### src/rtl/act_lut_writer_if.sv
// Handshake bundle for the activation LUT: table-load stream, lookup operand
// stream and lookup result stream, plus load status.
interface act_lut_writer_if #(
  parameter int dataWidth = 8
);
  logic                        load_start;
  logic                        wr_valid;
  logic signed [dataWidth-1:0] wr_data;
  logic                        wr_ready;
  logic                        load_done;
  logic                        busy;
  logic                        in_valid;
  logic signed [dataWidth-1:0] in_data;
  logic                        in_ready;
  logic                        out_valid;
  logic signed [dataWidth-1:0] out_data;
  logic                        out_ready;

  modport master (
    output load_start, wr_valid, wr_data, in_valid, in_data, out_ready,
    input  wr_ready, load_done, busy, in_ready, out_valid, out_data
  );

  modport slave (
    input  load_start, wr_valid, wr_data, in_valid, in_data, out_ready,
    output wr_ready, load_done, busy, in_ready, out_valid, out_data
  );
endinterface

### src/rtl/act_lut_writer.sv
// Runtime-loadable 2^dataWidth-entry activation LUT; one-cycle lookup latency.
// Lookup stalls (in_ready=0) while a held result is not taken; load_start flushes it.
module act_lut_writer #(
  parameter int dataWidth = 8
) (
  input logic             clk,
  input logic             rst_n,
  act_lut_writer_if.slave bus
);

  localparam int depth = 2 ** dataWidth;

  typedef enum logic [1:0] {EMPTY, LOAD, ACTIVE} state_t;

  state_t                      state;
  state_t                      state_nxt;
  logic        [dataWidth-1:0] cnt;
  logic signed [dataWidth-1:0] lut [depth];
  logic                        out_valid_q;
  logic signed [dataWidth-1:0] out_data_q;
  logic                        wr_acc;
  logic                        in_acc;
  logic                        last_beat;
  logic        [dataWidth-1:0] addr;

  assign wr_acc    = bus.wr_valid && bus.wr_ready;
  assign in_acc    = bus.in_valid && bus.in_ready;
  assign last_beat = (cnt == {dataWidth{1'b1}});
  // Adding half the range to a two's-complement operand just flips its MSB.
  assign addr      = {~bus.in_data[dataWidth-1], bus.in_data[dataWidth-2:0]};

  assign bus.out_valid = out_valid_q;
  assign bus.out_data  = out_data_q;

  always_comb begin
    state_nxt     = state;
    bus.wr_ready  = 1'b0;
    bus.in_ready  = 1'b0;
    bus.load_done = 1'b0;
    bus.busy      = 1'b0;
    case (state)
      EMPTY: begin
        if (bus.load_start) state_nxt = LOAD;
      end
      LOAD: begin
        bus.busy     = 1'b1;
        bus.wr_ready = !bus.load_start;
        if (!bus.load_start && bus.wr_valid && last_beat) state_nxt = ACTIVE;
      end
      ACTIVE: begin
        bus.load_done = 1'b1;
        bus.in_ready  = !bus.load_start && (!out_valid_q || bus.out_ready);
        if (bus.load_start) state_nxt = LOAD;
      end
      default: state_nxt = EMPTY;
    endcase
  end

  always_ff @(posedge clk or negedge rst_n) begin
    if (!rst_n) begin
      state       <= EMPTY;
      cnt         <= '0;
      out_valid_q <= 1'b0;
      out_data_q  <= '0;
    end else begin
      state <= state_nxt;
      if (bus.load_start) cnt <= '0;
      else if (wr_acc)    cnt <= cnt + dataWidth'(1);

      if (bus.load_start)     out_valid_q <= 1'b0;
      else if (in_acc)        out_valid_q <= 1'b1;
      else if (bus.out_ready) out_valid_q <= 1'b0;

      if (in_acc) out_data_q <= lut[addr];
    end
  end

  // Table storage carries no reset; it is only meaningful once load_done is high.
  always_ff @(posedge clk) begin
    if (wr_acc) lut[cnt] <= bus.wr_data;
  end

endmodule
### src/flat_wrapper.sv
// flat-port wrapper written by rule: the top's interface ports become plain ports
module act_lut_writer_flat 
#(
  parameter int dataWidth = 8
)
  (clk, rst_n, bus_load_start, bus_wr_valid, bus_wr_data, bus_in_valid, bus_in_data, bus_out_ready, bus_wr_ready, bus_load_done, bus_busy, bus_in_ready, bus_out_valid, bus_out_data);
  act_lut_writer_if #(.dataWidth(dataWidth)) bus_i ();
  input logic clk;
  input logic rst_n;
  input wire logic [$bits(bus_i.load_start)-1:0] bus_load_start;
  input wire logic [$bits(bus_i.wr_valid)-1:0] bus_wr_valid;
  input wire logic [$bits(bus_i.wr_data)-1:0] bus_wr_data;
  input wire logic [$bits(bus_i.in_valid)-1:0] bus_in_valid;
  input wire logic [$bits(bus_i.in_data)-1:0] bus_in_data;
  input wire logic [$bits(bus_i.out_ready)-1:0] bus_out_ready;
  output wire logic [$bits(bus_i.wr_ready)-1:0] bus_wr_ready;
  output wire logic [$bits(bus_i.load_done)-1:0] bus_load_done;
  output wire logic [$bits(bus_i.busy)-1:0] bus_busy;
  output wire logic [$bits(bus_i.in_ready)-1:0] bus_in_ready;
  output wire logic [$bits(bus_i.out_valid)-1:0] bus_out_valid;
  output wire logic [$bits(bus_i.out_data)-1:0] bus_out_data;
  assign bus_i.load_start = bus_load_start;
  assign bus_i.wr_valid = bus_wr_valid;
  assign bus_i.wr_data = bus_wr_data;
  assign bus_i.in_valid = bus_in_valid;
  assign bus_i.in_data = bus_in_data;
  assign bus_i.out_ready = bus_out_ready;
  assign bus_wr_ready = bus_i.wr_ready;
  assign bus_load_done = bus_i.load_done;
  assign bus_busy = bus_i.busy;
  assign bus_in_ready = bus_i.in_ready;
  assign bus_out_valid = bus_i.out_valid;
  assign bus_out_data = bus_i.out_data;
  act_lut_writer #(.dataWidth(dataWidth)) u_core (.clk(clk), .rst_n(rst_n), .bus(bus_i));
endmodule
### config.mk
export PLATFORM = sky130hd
export DESIGN_NAME = act_lut_writer_flat
export DESIGN_NICKNAME = d
export VERILOG_FILES = /design/src/rtl/act_lut_writer_if.sv /design/src/rtl/act_lut_writer.sv /design/src/flat_wrapper.sv
export SDC_FILE = /design/constraint.sdc
export NUM_CORES = 2
export LEC_CHECK = 0
export CELL_PAD_IN_SITES_DETAIL_PLACEMENT = 1
export CELL_PAD_IN_SITES_GLOBAL_PLACEMENT = 2
export CORE_ASPECT_RATIO = 1.25
export CORE_UTILIZATION = 50
export DETAILED_ROUTE_END_ITERATION = 16
export DONT_BUFFER_PORTS = 1
export PLACE_DENSITY_LB_ADDON = 0.1
export SLEW_MARGIN = 20
export SYNTH_ARGS = -nofsm -noshare
export SYNTH_HDL_FRONTEND = slang
export SYNTH_SLANG_ARGS = --single-unit
### constraint.sdc
create_clock -name clk -period 3.1 [get_ports clk]
set_input_delay 0.93 -clock clk [delete_from_list [all_inputs] [get_ports clk]]
set_output_delay 0.93 -clock clk [all_outputs]
set_load 0.05 [all_outputs]
==> flow_metrics.env <==
export IMPL_tightest_slew_ns=1.243
export IMPL_crit_buf_inv=3
export IMPL_rows=164
export IMPL_final_hold_viol_count=0
export IMPL_synth_ff_type="edfxtp_1"
export IMPL_setup_violations=2
export IMPL_cts_tree="yes"
export IMPL_avgRoutedWirePerCell_um=32.67
export IMPL_seqPwrFrac=0.537
export IMPL_worstSetupStartpointType="input pin"
export IMPL_pin_count=35
export IMPL_design_die_area_mm2=0.1634
export IMPL_r2r_cells=8
export IMPL_fmax_mhz=319.3
export IMPL_synth_area_mm2=0.08090
export IMPL_clock_sinks=2067
export IMPL_final_common_cell="edfxtp_1"
export IMPL_dieWidth_um=361.8
export IMPL_max_stage_delay_ns=0.62
export IMPL_ys_types=66
export IMPL_layout_common_cells="2048 x edfxtp_1, 542 x buf_4, 324 x mux4_2, 319 x mux2i_1, 314 x nor2_1"
export IMPL_finalCriticalPeriod_ns=3.132
export IMPL_via_count=41819
export IMPL_fin_setup_tns_ns=-0.03863
export IMPL_first_pass_iters=6
export IMPL_crit_fanout=98
export IMPL_worstSkewPairLatency_ns=0.84
export IMPL_dr_wl_met3_um=11260
export IMPL_dr_max_layer_used="met5"
export IMPL_layout_nets=4583
export IMPL_grt_overflow=0
export IMPL_path_depth=10
export IMPL_status="finished with violations"
export IMPL_syn_instance_count=3992
export IMPL_cap_violations=0
export IMPL_failed_checks="setup timing"
export IMPL_p_switching_mw=11.60
export IMPL_antenna_found_initial=5
export IMPL_synth_area_per_cell_um2=20.26
export IMPL_drt_wl_total_um=224900
export IMPL_async_flop_share=0.009192
export IMPL_clock_skew_ns=0.02570
export IMPL_grt_util_all_layers=0.2665
export IMPL_layout_drive_gt1_share=0.2622
export IMPL_grt_max_degree=667
export IMPL_internal_power_mw=45.67
export IMPL_worstPathArrival_ns=3.91
export IMPL_p_per_area_mw_per_mm2=610.8
export IMPL_start_util=0.5048
export IMPL_synth_nets=4018
export IMPL_n_fill_cell=13752
export IMPL_comb_power_share=0.039
export IMPL_clockRootBuffer="clkbuf_16"
export IMPL_worstSetupEndpointType="flip-flop"
export IMPL_yosys_warnings=0
export IMPL_power_total_mw=57.27
export IMPL_synth_edff_count=2048
export IMPL_power_leakage_nw=31.00
export IMPL_antenna_left=0
export IMPL_htree_levels=4
export IMPL_critPathTopFamily="compound AO/OA/AOI/OAI gates"
export IMPL_met2_length_um=113700
export IMPL_final_max_slew_viol_count=0
export IMPL_drt_iter0_markers=3912
export IMPL_max_slew_margin=0.1714
export IMPL_dp_hpwl_um=126200
export IMPL_port_buffers=0
export IMPL_cp_required_ns=3.88
export IMPL_drc_errors=0
export IMPL_vias_per_cell=6.076
export IMPL_drt_met1_wl_um=93560
export IMPL_synth_yosys_seq_area_share=0.7661
export IMPL_coreArea_mm2=0.1603
export IMPL_cts_buffers=197
export IMPL_clockBufferDepth=3
export IMPL_swShare=0.2026
export IMPL_die_y_um=451.7
export IMPL_grt_pass1_vias=43167
export IMPL_hold_path_class="in -> reg"
export IMPL_pwr_share_clk=0.424
export IMPL_post_route_period_util=1.010
export IMPL_min_path_cells=1
export IMPL_synth_seq_cells=2067
export IMPL_ir_worst_vdd_mv=0.5676
export IMPL_crit_chain="buf_16 -> or3b_2 -> buf_4 -> o22ai_1 -> a211oi_1 -> a22oi_1 -> a21oi_1 -> buf_4 -> a211oi_1 -> a211o_1"
export IMPL_layout_setup_ws_ns=-0.03201
export IMPL_slowest_stage="or3b_2"
export IMPL_path_class="in -> reg"
export IMPL_cts_reportedPaths_clkPinSlew_ns=0.07
export IMPL_grt_pass1_wl_um=310600
export IMPL_gp_congestion=0.8448
export IMPL_area_growth_syn_to_layout_pct=15.90
==> metrics by stage <==
stage | hold slack, ns | worst slack (ns) | std cells | util | area, um2
finish | 0.1625 | -0.03201 | 6883 | 0.5850 | 93760
global route | 0.1346 | -0.04367 | 6881 | 0.5850 | 93750
CTS | 0.09583 | 0.007538 | 6838 | 0.5795 | 92880
detailed placement | 0.5953 | -0.7750 | 6472 | 0.5391 | 86390
global placement | 0.5818 | -0.8169 | 6472 | 0.5391 | 86390
floorplan | 0.4707 | 0.1671 | 3992 | - | 80900
==> cells in the mapped netlist, types with 3 or more instances <==
library cell	count	area, um2
o21ai_0	28	140.1
clkbuf_8	11	151.4
a21oi_1	43	215.2
mux4_1	37	972.2
inv_1	4	15.01
nor3_1	18	90.09
xor2_1	3	26.28
a211o_1	7	61.31
nand3b_1	4	30.03
a2111oi_0	8	70.07
buf_6	40	450.4
buf_12	7	140.1
a31oi_1	9	56.30
mux2_2	14	157.7
o221ai_1	52	455.4
nand3_1	25	125.1
dfrtp_1	19	475.5
nand2b_1	10	62.56
edfxtp_1	2048	61500
o21ai_1	3	15.01
a22oi_1	73	548.0
nand4_1	8	50.05
a211oi_1	67	503.0
buf_1	6	22.52
nor4_1	14	87.58
or4_1	3	22.52
ha_1	4	50.05
mux4_2	324	7297
and3_1	4	25.02
clkbuf_1	84	315.3
mux2i_1	319	3193
or3_1	8	50.05
buf_4	14	105.1
nand2_1	100	375.4
nor2b_1	13	81.33
o211ai_1	4	30.03
buf_2	51	255.2
a22o_1	6	52.55
nor2_1	318	1194
o22ai_1	123	769.5
and2_1	5	31.28
buf_8	22	330.3
==> path summary, 6_finish.rpt <==
kind	endpoint	from	slack [ns]
max	u_core.bus.out_data[3]	bus_in_data[1]	-0.03
min	u_core.cnt[7]	bus_load_start	0.16
max reg2reg	u_core.bus.out_data[5]	u_core.state[0]	0.08
min reg2reg	u_core.state[0]	u_core.state[1]	0.61
max in group asynchronous	u_core.cnt[3]	rst_n	2.29
min in group asynchronous	u_core.state[1]	rst_n	0.63
==> cell type report <==
| cell class | instances | area, um2 | area share |
|---|---|---|---|
| sequential | 2067 | 61980 | 0.6610 |
| antenna | 3 | 7.507 | 0.00008007 |
| multi-input combinational | 1683 | 17190 | 0.1833 |
| timing repair buffer | 602 | 5406 | 0.05766 |
| clock buffer | 253 | 5286 | 0.05638 |
| clock inverter | 111 | 1166 | 0.01244 |
| inverter | 6 | 25.02 | 0.0002669 |
| tap | 2158 | 2700 | 0.02880 |
==> power groups by stage <==
stage	combinational (mW)	clock (mW)	sequential [mW]
floorplan	1.43	0	31.3
global placement	1.72	0	31.3
detailed placement	1.73	0	31.3
CTS	1.76	24.6	30.7
global route	2.35	25.5	30.7
finish	2.25	24.3	30.7
==> kinds of logic after synthesis <==
| group | Yosys count | share of synthesized area |
|---|---|---|
| xor gates and xnor gates | 5 | 0.0005414 |
| buffers and inverters | 242 | 0.02232 |
| muxes | 694 | 0.1436 |
| adders and majority gates | 4 | 0.0006187 |
| AOI/OAI and AO/OA | 440 | 0.03833 |
| DFF | 2067 | 0.7661 |
| and+or+nand+nor | 540 | 0.02847 |
==> state kept, by name, summed over array words and instances (netlist names) <==
name	cells
u_core.bus.out_valid	1
u_core.bus.out_data	8
u_core.lut	2048
u_core.state	2
u_core.cnt	8
==> per-layer routing <==
metal / global-route usage / up-vias
met5: 0 / -
met4: 0.08435 / 2
met3: 0.03882 / 278
met2: 0.4471 / 1182
met1: 0.3620 / 22661
li1: - / 17696
==> timing repair <==
item,4_1_cts,5_1_grt
hold endpoints to repair,19,0
pin swaps,0,0
gates resized for setup,2,10
hold buffers,2,0
gates cloned,0,20
endpoints found under the setup margin,2,9
setup buffers,0,14
No activity file was read; power rests on OpenSTA's default activity.
